## config.mk

```make
export PLATFORM = sky130hd
export DESIGN_NAME = sensor_emulator_flat
export DESIGN_NICKNAME = d
export VERILOG_FILES = /design/src/rtl/sensor_emulator_if.sv /design/src/rtl/sensor_emulator.sv /design/src/flat_wrapper.sv
export SDC_FILE = /design/constraint.sdc
export NUM_CORES = 1
export LEC_CHECK = 0
export ABC_AREA = 1
export ABC_CLOCK_PERIOD_IN_PS = 2600
export CORE_ASPECT_RATIO = 0.6
export CORE_MARGIN = 3
export CORE_UTILIZATION = 35
export CTS_CLUSTER_DIAMETER = 100
export DETAILED_ROUTE_END_ITERATION = 8
export GPL_TIMING_DRIVEN = 0
export HOLD_SLACK_MARGIN = 0.15
export PLACE_DENSITY = 0.52
export RECOVER_POWER = 100
export SLEW_MARGIN = 0
export SYNTH_ARGS = -nofsm -noshare
export SYNTH_HDL_FRONTEND = slang
export SYNTH_SLANG_ARGS = --single-unit
```

## constraint.sdc

```tcl
create_clock -name HCLK -period 2.6 [get_ports HCLK]
set_input_delay 0.39 -clock HCLK [delete_from_list [all_inputs] [get_ports HCLK]]
set_output_delay 0.39 -clock HCLK [all_outputs]
set_load 0.05 [all_outputs]
```

## src/rtl/sensor_emulator_if.sv

```systemverilog
// AHB-Lite slave-side signal bundle for the hall-sensor emulator.
// Clock and reset stay plain ports on the modules that use this bundle.
interface sensor_emulator_if;
  logic        HSEL;
  logic        HREADY;
  logic        HWRITE;
  logic [31:0] HADDR;
  logic [31:0] HWDATA;
  logic [2:0]  HSIZE;
  logic [1:0]  HTRANS;
  logic [31:0] HRDATA;
  logic        HREADYOUT;

  modport master (
    output HSEL, HREADY, HWRITE, HADDR, HWDATA, HSIZE, HTRANS,
    input  HRDATA, HREADYOUT
  );

  modport slave (
    input  HSEL, HREADY, HWRITE, HADDR, HWDATA, HSIZE, HTRANS,
    output HRDATA, HREADYOUT
  );
endinterface

```

## src/rtl/sensor_emulator.sv

```systemverilog
// Hall-sensor pulse emulator: an AHB-Lite zero-wait-state slave that produces
// active-low nFork / nCrank pulse trains with periods in 1 ms ticks and a
// programmable low-pulse width in HCLK cycles.
module sensor_emulator #(
  parameter int TICK_CYCLES = 33,
  parameter int MIN_PULSE   = 4
) (
  input  logic             HCLK,
  input  logic             HRESETn,
  sensor_emulator_if.slave ahb,
  output logic             nFork,
  output logic             nCrank
);

  localparam int              PS_W      = (TICK_CYCLES > 1) ? $clog2(TICK_CYCLES) : 1;
  localparam logic [PS_W-1:0] TICK_LAST = PS_W'(TICK_CYCLES - 1);
  localparam logic [7:0]      MIN_PW    = 8'(MIN_PULSE);

  localparam logic [2:0] IDX_CTRL    = 3'd0;
  localparam logic [2:0] IDX_FORK    = 3'd1;
  localparam logic [2:0] IDX_CRANK   = 3'd2;
  localparam logic [2:0] IDX_PULSE   = 3'd3;
  localparam logic [2:0] IDX_STATUS  = 3'd4;
  localparam logic [2:0] IDX_OVERRUN = 3'd5;

  typedef enum logic [1:0] {
    ST_IDLE = 2'd0,
    ST_HIGH = 2'd1,
    ST_LOW  = 2'd2
  } ch_state_t;

  // Bus pipeline
  logic        w_aphase;
  logic        r_dp_valid;
  logic        r_dp_write;
  logic [2:0]  r_dp_idx;
  logic        w_wr;
  logic        w_wr_ctrl;
  logic        w_wr_status;

  // Configuration
  logic [1:0]  r_ctrl;
  logic [15:0] r_fork_period;
  logic [15:0] r_crank_period;
  logic [7:0]  r_pulse_width;
  logic [7:0]  w_pw_eff;

  // Timebase
  logic [PS_W-1:0] r_presc;
  logic            w_tick;

  // Per-channel views (index 0 = fork, 1 = crank)
  logic [1:0][15:0] w_period;
  logic [1:0][15:0] w_count;
  logic [1:0]       w_ovr;
  logic [1:0]       w_out;

  logic w_unused;

  assign w_unused = ^{ahb.HSIZE, ahb.HADDR[31:5], ahb.HADDR[1:0], ahb.HWDATA[31:16]};

  assign w_aphase    = ahb.HSEL && ahb.HREADY && (ahb.HTRANS != 2'b00);
  assign w_wr        = r_dp_valid && r_dp_write;
  assign w_wr_ctrl   = w_wr && (r_dp_idx == IDX_CTRL);
  assign w_wr_status = w_wr && (r_dp_idx == IDX_STATUS);

  assign ahb.HREADYOUT = 1'b1;

  // Capture a valid address phase so the following cycle is its data phase.
  always_ff @(posedge HCLK) begin
    if (!HRESETn) begin
      r_dp_valid <= 1'b0;
      r_dp_write <= 1'b0;
      r_dp_idx   <= 3'd0;
    end else begin
      r_dp_valid <= w_aphase;
      if (w_aphase) begin
        r_dp_write <= ahb.HWRITE;
        r_dp_idx   <= ahb.HADDR[4:2];
      end
    end
  end

  // Writable configuration registers, updated at the end of the data phase.
  always_ff @(posedge HCLK) begin
    if (!HRESETn) begin
      r_ctrl         <= 2'b00;
      r_fork_period  <= 16'd0;
      r_crank_period <= 16'd0;
      r_pulse_width  <= MIN_PW;
    end else if (w_wr) begin
      case (r_dp_idx)
        IDX_CTRL:  r_ctrl         <= ahb.HWDATA[1:0];
        IDX_FORK:  r_fork_period  <= ahb.HWDATA[15:0];
        IDX_CRANK: r_crank_period <= ahb.HWDATA[15:0];
        IDX_PULSE: r_pulse_width  <= ahb.HWDATA[7:0];
        default:   ;
      endcase
    end
  end

  // 1 ms prescaler; a CTRL write restarts it so enable-to-pulse timing is exact.
  always_ff @(posedge HCLK) begin
    if (!HRESETn) begin
      r_presc <= '0;
    end else if (w_wr_ctrl || w_tick) begin
      r_presc <= '0;
    end else begin
      r_presc <= r_presc + 1'b1;
    end
  end

  assign w_tick   = (r_presc == TICK_LAST);
  assign w_pw_eff = (r_pulse_width < MIN_PW) ? MIN_PW : r_pulse_width;

  assign w_period[0] = r_fork_period;
  assign w_period[1] = r_crank_period;

  for (genvar gi = 0; gi < 2; gi++) begin : g_ch
    ch_state_t   r_state;
    ch_state_t   w_state_nxt;
    logic [15:0] r_cnt;
    logic [15:0] w_cnt_nxt;
    logic [15:0] r_count;
    logic [15:0] w_count_nxt;
    logic [7:0]  r_wid;
    logic [7:0]  w_wid_nxt;
    logic        r_ovr;
    logic        w_ovr_nxt;
    logic        r_out;
    logic        w_out_nxt;
    logic        w_run;
    logic        w_hit;

    assign w_run = r_ctrl[gi] && (w_period[gi] != 16'd0);
    assign w_hit = w_tick && (r_cnt == (w_period[gi] - 16'd1));

    // Channel state, counters and the registered sensor pin.
    always_ff @(posedge HCLK) begin
      if (!HRESETn) begin
        r_state <= ST_IDLE;
        r_cnt   <= 16'd0;
        r_count <= 16'd0;
        r_wid   <= 8'd0;
        r_ovr   <= 1'b0;
        r_out   <= 1'b1;
      end else begin
        r_state <= w_state_nxt;
        r_cnt   <= w_cnt_nxt;
        r_count <= w_count_nxt;
        r_wid   <= w_wid_nxt;
        r_ovr   <= w_ovr_nxt;
        r_out   <= w_out_nxt;
      end
    end

    // Next state: the pin follows the state one cycle later, except that a
    // disable forces it high on the very next edge.
    always_comb begin
      w_state_nxt = r_state;
      w_cnt_nxt   = r_cnt;
      w_count_nxt = r_count;
      w_wid_nxt   = r_wid;
      w_ovr_nxt   = r_ovr;
      w_out_nxt   = (r_state != ST_LOW);
      if (!w_run) begin
        w_state_nxt = ST_IDLE;
        w_out_nxt   = 1'b1;
      end else begin
        case (r_state)
          ST_IDLE: begin
            w_cnt_nxt   = 16'd0;
            w_state_nxt = ST_HIGH;
          end
          ST_HIGH: begin
            if (w_hit) begin
              w_cnt_nxt   = 16'd0;
              w_wid_nxt   = w_pw_eff - 8'd1;
              w_count_nxt = r_count + 16'd1;
              w_state_nxt = ST_LOW;
            end else if (w_tick) begin
              w_cnt_nxt = r_cnt + 16'd1;
            end
          end
          ST_LOW: begin
            // A fire while still low is dropped and flagged as overrun.
            if (w_hit) begin
              w_cnt_nxt = 16'd0;
              w_ovr_nxt = 1'b1;
            end else if (w_tick) begin
              w_cnt_nxt = r_cnt + 16'd1;
            end
            if (r_wid == 8'd0) begin
              w_state_nxt = ST_HIGH;
            end else begin
              w_wid_nxt = r_wid - 8'd1;
            end
          end
          default: begin
            w_state_nxt = ST_IDLE;
            w_out_nxt   = 1'b1;
          end
        endcase
      end
      // Clearing via STATUS takes priority over a same-edge increment.
      if (w_wr_status) begin
        w_count_nxt = 16'd0;
        w_ovr_nxt   = 1'b0;
      end
    end

    assign w_count[gi] = r_count;
    assign w_ovr[gi]   = r_ovr;
    assign w_out[gi]   = r_out;
  end

  assign nFork  = w_out[0];
  assign nCrank = w_out[1];

  // Read data is driven only during a read data phase.
  always_comb begin
    ahb.HRDATA = 32'd0;
    if (r_dp_valid && !r_dp_write) begin
      case (r_dp_idx)
        IDX_CTRL:    ahb.HRDATA = {30'd0, r_ctrl};
        IDX_FORK:    ahb.HRDATA = {16'd0, r_fork_period};
        IDX_CRANK:   ahb.HRDATA = {16'd0, r_crank_period};
        IDX_PULSE:   ahb.HRDATA = {24'd0, r_pulse_width};
        IDX_STATUS:  ahb.HRDATA = {w_count[1], w_count[0]};
        IDX_OVERRUN: ahb.HRDATA = {30'd0, w_ovr};
        default:     ahb.HRDATA = 32'd0;
      endcase
    end
  end

endmodule
```

## src/flat_wrapper.sv

```systemverilog
// flat-port wrapper written by rule: the top's interface ports become plain ports
module sensor_emulator_flat 
#(
  parameter int TICK_CYCLES = 33,
  parameter int MIN_PULSE   = 4
)
  (HCLK, HRESETn, nFork, nCrank, ahb_HSEL, ahb_HREADY, ahb_HWRITE, ahb_HADDR, ahb_HWDATA, ahb_HSIZE, ahb_HTRANS, ahb_HRDATA, ahb_HREADYOUT);
  sensor_emulator_if ahb_i ();
  input  logic HCLK;
  input  logic HRESETn;
  output logic nFork;
  output logic nCrank;
  input wire logic [$bits(ahb_i.HSEL)-1:0] ahb_HSEL;
  input wire logic [$bits(ahb_i.HREADY)-1:0] ahb_HREADY;
  input wire logic [$bits(ahb_i.HWRITE)-1:0] ahb_HWRITE;
  input wire logic [$bits(ahb_i.HADDR)-1:0] ahb_HADDR;
  input wire logic [$bits(ahb_i.HWDATA)-1:0] ahb_HWDATA;
  input wire logic [$bits(ahb_i.HSIZE)-1:0] ahb_HSIZE;
  input wire logic [$bits(ahb_i.HTRANS)-1:0] ahb_HTRANS;
  output wire logic [$bits(ahb_i.HRDATA)-1:0] ahb_HRDATA;
  output wire logic [$bits(ahb_i.HREADYOUT)-1:0] ahb_HREADYOUT;
  assign ahb_i.HSEL = ahb_HSEL;
  assign ahb_i.HREADY = ahb_HREADY;
  assign ahb_i.HWRITE = ahb_HWRITE;
  assign ahb_i.HADDR = ahb_HADDR;
  assign ahb_i.HWDATA = ahb_HWDATA;
  assign ahb_i.HSIZE = ahb_HSIZE;
  assign ahb_i.HTRANS = ahb_HTRANS;
  assign ahb_HRDATA = ahb_i.HRDATA;
  assign ahb_HREADYOUT = ahb_i.HREADYOUT;
  sensor_emulator #(.TICK_CYCLES(TICK_CYCLES), .MIN_PULSE(MIN_PULSE)) u_core (.HCLK(HCLK), .HRESETn(HRESETn), .ahb(ahb_i), .nFork(nFork), .nCrank(nCrank));
endmodule
```

==> run metrics, run 1 <==
worst rel slew slack=44.71%; Final Setup Violations=0; DIE HEIGHT=130.4 µm; diode count=0; dpl hpwl=24.72 mm; Syn. warnings=0; Final Hold Vio Count=0; Initial Utilization=36.41%; gr usage total=22.93%; clk_lat worst skew=0.46 ns; most frequent cells in the layout=nand2_1 (315), nor2_1 (200), inv_1 (173); Placed Area=10000 µm²; Worst path top cell family by delay=buffers and inverters; synthesis-to-finish area growth=22.17%; Routed WL=around 32 mm; clock root buffer=clkbuf_16; Clock Power Share=52.4%; design area=11020 µm²; Cells after DPL=1797; WP buf/inv=4; pre-CTS setup slack=-0.5676 ns; Avg Synthesized Cell Area=6.365 µm²; CP Cell Sequence=inv_1 -> nor3_4 -> inv_1 -> buf_4 -> o22ai_1 -> a221oi_1 -> nor2_1 -> buf_6; mapped cell area=approximately 9000 µm²; I/O pin cnt=109; Worst Clk Skew=0.01260 ns; Pint=3892 µW; first-pass GRT wire length=47.98 mm; Flop pwr share=42.4%; die area=27800 µm²; critical path type=register to output pin; Vias/cell=between 5 and 6; final worst slack=0.08557 ns; Fmax achieved=just under 400 MHz; CTS tree=built; initial antenna violation count=1; Filler cells=between 2000 and 3000; Crit path largest cell delay=0.41 ns; DIE WIDTH=213.3 µm; Area contributors post-synth=dfxtp_1 (31%), nand2_1 (13%), nor2_1 (8.6%); H-tree depth=4; CP required=2.21 ns; Fin Setup TNS=0 ns; # DRC=0; crit end category=output pin; Vias=between 9000 and 10000; min cycle time layout=2.514 ns; clk slew on worst S/H paths=0.06 ns; DRT Pass-1 Iters=5; hold_buf cts=0; PD cells=466.7 nW/µm²; Cell variety after synth=49; cell row count=between 40 and 50; CP Data Arrival Time=2.12 ns; GR Overflow Total=0; peak supply drop=roughly 330 µV; routability cong.=0.9098; Nets=~1600; post-route ant nets=0; Multi-input gate area=5484 µm²; combinational fraction of design power=5.2%; outcome=completed; largest net degree at the start of global routing=17; I/O Buffers=58; WL per Instance=17.06 µm; Main synth FF type=dfxtp_1; fin cells=1855; maximum capacitance violations=0; register area share after synthesis=31.29%; sequential cell area=2840 µm²; share of the synthesized area in the top cell type=31.29%; net count after synthesis=1512; Final Max Tran Viols=0; # clock sinks=141; Hold/Removal Path Class=register to register; Sw Pwr=1251 µW; Synth area leader=dfxtp_1; Syn Inst Count=1417; Net Sw Frac=24.32%; Initial DRC Count=893; CP max FO=10; Least-Margin Pin Slew=0.8293 ns; clock tree buffer depth=2; layout cells sized above 1=13.83%; CP max-delay cell=dfxtp_4; Leak=0.004644 µW; register bit count reported by yosys=between 100 and 150; fin crit share=between 90% and 100%; Core Footprint=24770 µm²; Async S/R FF share, synth=0%; EDFF count, synth=0; TritonCTS Buffers=17; vias in the first global route=8254; Most common cell on crit path=inv_1; crit path launch type=register; commonest non-fill, non-tap cell in the layout=nand2_1
registers in the layout, indices dropped and copies added (netlist names), 4 cells and up:
register / count
u_core.r_fork_period: 16
u_core.g_ch.r_wid: 16
u_core.g_ch.r_cnt: 32
u_core.g_ch.r_state: 4
u_core.r_crank_period: 16
u_core.g_ch.r_count: 32
u_core.r_pulse_width: 8
u_core.r_presc: 6
metrics by stage:
| step | hold WS [ns] | total power (µW) | utilization, % |
|---|---|---|---|
| finish | 0.4512 | 5143 | 44.48 |
| global route | 0.4854 | 5306 | 44.48 |
| CTS | 0.4511 | 5168 | 42.98 |
| detailed placement | 0.4426 | 2460 | 40.38 |
| global placement | 0.4303 | 2460 | 40.38 |
| floorplan | 0.4173 | 2347 | - |
timing repair:
item | in CTS | in global routing
pin swaps | 3 | 15
resized for setup | 193 | 63
endpoints found under the hold margin | 0 | 0
setup endpoints to repair | 106 | 102
cloned | 0 | 3
setup buffers | 6 | 17
synthesized netlist by cell type (5+ instances only):
cell,instances
nand2_2,9
nor2_2,16
o21ai_0,75
nor2_4,5
nor3b_1,8
nor3_1,55
nor4_1,5
xor2_1,26
a21oi_1,77
nand4_1,43
nand3_2,6
nand3_1,85
inv_2,19
clkbuf_1,25
nor2_1,207
nand2_1,319
inv_1,174
dfxtp_1,141
xnor2_1,16
nand3b_1,7
o21ai_1,6
a221oi_1,8
ha_1,21
o22ai_1,10
routing by layer:
metal	up-vias	wire length (µm)	GRT usage (%)
met2	310	11330	27.75
li1	4806	-	-
met3	22	3267	7.665
met5	-	0	0
met1	4332	16740	37.22
met4	0	320	4.930
power groups by stage:
| stage | clock network [µW] | logic [µW] | registers (µW) |
|---|---|---|---|
| 2_1_floorplan | 0 | 122 | 2230 |
| 3_3_place_gp | 0 | 232 | 2230 |
| 3_5_place_dp | 0 | 233 | 2230 |
| 4_1_cts | 2740 | 248 | 2180 |
| 5_1_grt | 2830 | 292 | 2180 |
| 6_report | 2700 | 266 | 2180 |
cell families after synthesis:
logic type               share of synthesized area (%)
AO/OA/AOI/OAI                                    11.97
XOR/XNOR                                         4.078
adder cells (fa/ha/maj)                          2.913
buffers and inverters                            10.22
flip-flops                                       31.29
multiplexers                                    0.2220
other                                          0.04157
AND/OR/NAND/NOR                                  39.26
worst paths after layout:
| kind | from | to | depth (start not counted) | slack (ns) |
|---|---|---|---|---|
| hold reg to reg | u_core.r_presc[0] | u_core.r_presc[0] | 1 | 0.45 |
| hold / removal | u_core.r_presc[0] | u_core.r_presc[0] | 1 | 0.45 |
| setup / recovery | u_core.r_dp_idx[2] | ahb_HRDATA[7] | 8 | 0.09 |
| setup reg to reg | u_core.r_fork_period[0] | u_core.g_ch[0].r_count[6] | 16 | 0.13 |
layout make-up:
class / instances / share of cell area (%)
plain buffers: 37 / 1.771
flip-flops and latches: 141 / 25.77
well taps: 322 / 3.656
inverters: 198 / 6.858
multi-input cells: 1042 / 49.77
repair buffers: 83 / 6.449
clock buffers: 18 / 3.985
clock inverters: 14 / 1.737
No activity file was read; power rests on OpenSTA's default activity.
==> run 2, diff against run 1 <==
- CAP_MARGIN: not set -> 10
- REMOVE_ABC_BUFFERS: not set -> 1
==> run 2 against run 1 <==
Against the previous run:
- largest cell class unchanged
- the flow now finishes with violations (negative setup slack)
- flip-flop and latch count unchanged
- clock power decreased by 3%
- cell area increased by 2.4%
- power decreased by 0.26%
- count of clock-buffer cells in the layout increased by 9
- clock skew decreased by 0.0054 ns
- combinational power increased by 20%
- fmax decreased by 6.0%
- worst hold slack got worse by 0.0018 ns
- sequential share of layout area decreased by 0.68 points
==> run metrics, run 2 (synthesis gave the netlist of run 1 again) <==
outcome=finished with violations (was completed); failing checks=negative setup slack; hold_buf cts=0 (unchanged); CP max FO=6 (was 10); clock tree buffer depth=2 (unchanged); DIE WIDTH=213.3 µm (unchanged); Hold/Removal Path Class=register to register (unchanged); PD cells=454.6 nW/µm² (was 466.7 nW/µm²); clk slew on worst S/H paths=0.06 ns (about the same); reg2reg end=u_core.g_ch[0].r_cnt[5] (was u_core.g_ch[0].r_count[6]); most frequent cells in the layout=nand2_1 (315), nor2_1 (197), inv_1 (167) (was nand2_1 (315), nor2_1 (200), inv_1 (173)); Least-Margin Pin Slew=0.9407 ns (was 0.8293 ns); Vias/cell=5.091 (was 5.105); worst hold stages=1 (unchanged); clock root buffer=clkbuf_16 (unchanged); commonest non-fill, non-tap cell in the layout=nand2_1 (unchanged); Worst Min Path Start=u_core.r_presc[0] (unchanged); routability cong.=0.8949 (was 0.9098); R2R depth=12 (was 16); initial antenna violation count=0 (was 1); worst hold slack=0.4494 ns (was 0.4512 ns); peak supply drop=300.0 µV (was 328.6 µV); worst rel slew slack=37.01% (was 44.71%); synthesis-to-finish area growth=25.09% (was 22.17%); I/O pin cnt=109 (unchanged); Core Footprint=24770 µm² (unchanged); fin crit share=102.9% (was 96.71%); Worst Clk Skew=0.007227 ns (was 0.01260 ns); Nets=1601 (was 1615); diode count=0 (unchanged); cell row count=44 (unchanged); CP Data Arrival Time=2.28 ns (was 2.12 ns); reg2reg start=u_core.r_fork_period[0] (unchanged); CTS tree=built (unchanged); crit end category=output pin (unchanged); Regs by FF count=u_core.g_ch.r_cnt: 32 flops, u_core.g_ch.r_count: 32 flops (unchanged); min cycle time layout=2.674 ns (was 2.514 ns); I/O Buffers=59 (was 58); Initial DRC Count=802 (was 893); RSZ-0062 raised after global routing=true; Hold EP=u_core.r_presc[0] (unchanged); vias in the first global route=8060 (was 8254); H-tree depth=4 (unchanged); TritonCTS Buffers=17 (unchanged); DRT Pass-1 Iters=5 (unchanged); Final Hold Vio Count=0 (unchanged); r2r setup slk=0.16 ns (was 0.13 ns); Vias=9372 (was 9470); dpl hpwl=21.90 mm (was 24.72 mm); Final Setup Violations=4 (was 0); critical path type=register to output pin (unchanged); # clock sinks=141 (unchanged); WL per Instance=16.56 µm (was 17.06 µm); final worst slack=-0.07431 ns (was 0.08557 ns); first-pass GRT wire length=45.96 mm (was 47.98 mm); Leak=0.004633 µW (was 0.004644 µW); Fmax achieved=373.9 MHz (was 397.7 MHz); die area=27800 µm² (unchanged); total power=5130 µW (was 5143 µW); GR Overflow Total=0 (unchanged); maximum capacitance violations=0 (unchanged); gr usage total=21.74% (was 22.93%); Initial Utilization=36.41% (unchanged); CP required=2.21 ns (about the same); # DRC=0 (unchanged); largest net degree at the start of global routing=48 (was 17); post-route ant nets=0 (unchanged); Final Max Tran Viols=0 (unchanged); crit path launch type=register (unchanged); Fin Setup TNS=-0.1185 ns (was 0 ns); DIE HEIGHT=130.4 µm (unchanged); clk_lat worst skew=0.45 ns (was 0.46 ns); layout cells sized above 1=15.27% (was 13.83%); Routed WL=30.48 mm (was 31.65 mm)
-- run 2: cell count changes in the layout (fill, tap and decap cells not counted), moves of 5 or more --
| cell | previous run | this run |
|---|---|---|
| buf_12 | 0 | 10 |
| buf_2 | 24 | 5 |
| buf_6 | 4 | 14 |
| clkbuf_1 | 20 | 6 |
| clkinvlp_4 | 2 | 9 |
| inv_1 | 173 | 167 |
| nor2_4 | 11 | 16 |
| o21ai_0 | 74 | 69 |
| o22ai_1 | 10 | 4 |
| o22ai_2 | 0 | 5 |
-- run 2: how the worst max path moves through the flow --
stage | from | end | depth (start not counted)
after global routing | u_core.r_dp_idx[1] | ahb_HRDATA[0] | 9
after CTS | u_core.r_dp_idx[1] | ahb_HRDATA[0] | 9
final | u_core.r_dp_idx[1] | ahb_HRDATA[0] | 9
after global placement | HRESETn | u_core.g_ch[0].r_state[0] | 5
after detailed placement | u_core.r_dp_idx[2] | u_core.g_ch[0].r_count[1] | 7
after floorplan | u_core.r_dp_idx[2] | ahb_HRDATA[16] | 4
-- run 2: area by class of cell --
type	instances	area [µm²]
timing repair inverter	3	22.52
tap	322	402.9
clock buffer	27	513.0
fill	2575	13490
inverter	198	770.7
clock inverter	5	102.6
timing repair buffer	102	1054
multi-input combinational	1043	5587
sequential	141	2831
-- run 2: per-layer routing --
layer | global-route usage [%] | vias to the layer above | wire length, µm
li1 | - | 4764 | -
met1 | 34.20 | 4292 | 16000
met2 | 28.03 | 290 | 11430
met3 | 6.415 | 26 | 2693
met4 | 5.396 | 0 | 359
met5 | 0 | - | 0
-- run 2: critical path, stage by stage (launching register included) --
cell        delay, ns
dfxtp_4          0.39
clkinvlp_4       0.12
nor3_4           0.21
buf_12           0.15
clkinvlp_4       0.09
buf_8            0.15
o21ai_4          0.12
a221oi_2         0.04
a31oi_1          0.30
buf_4            0.26
-- run 2: metrics by stage --
step	cells	worst slack, ns	cell area, µm²	utilization [%]
after floorplan	1380	0.05775	8842	-
after global placement	1761	-2.158	9836	39.70
after detailed placement	1762	-1.430	9851	39.76
after CTS	1817	-0.08298	10780	43.49
after global routing	1841	-0.1353	11280	45.55
final	1841	-0.07431	11280	45.55
-- run 2: what timing repair did --
item                       CTS  global route
gates resized for setup    197            93
pin swaps                    5            19
setup buffers               20            22
setup endpoints to repair  115           112
cloned                       3             2
-- run 2: where the power goes --
group / total [µW] / switching, µW / internal (µW)
sequential: 2180 / 11.6 / 2170
clock: 2630 / 994 / 1640
combinational: 318 / 192 / 126
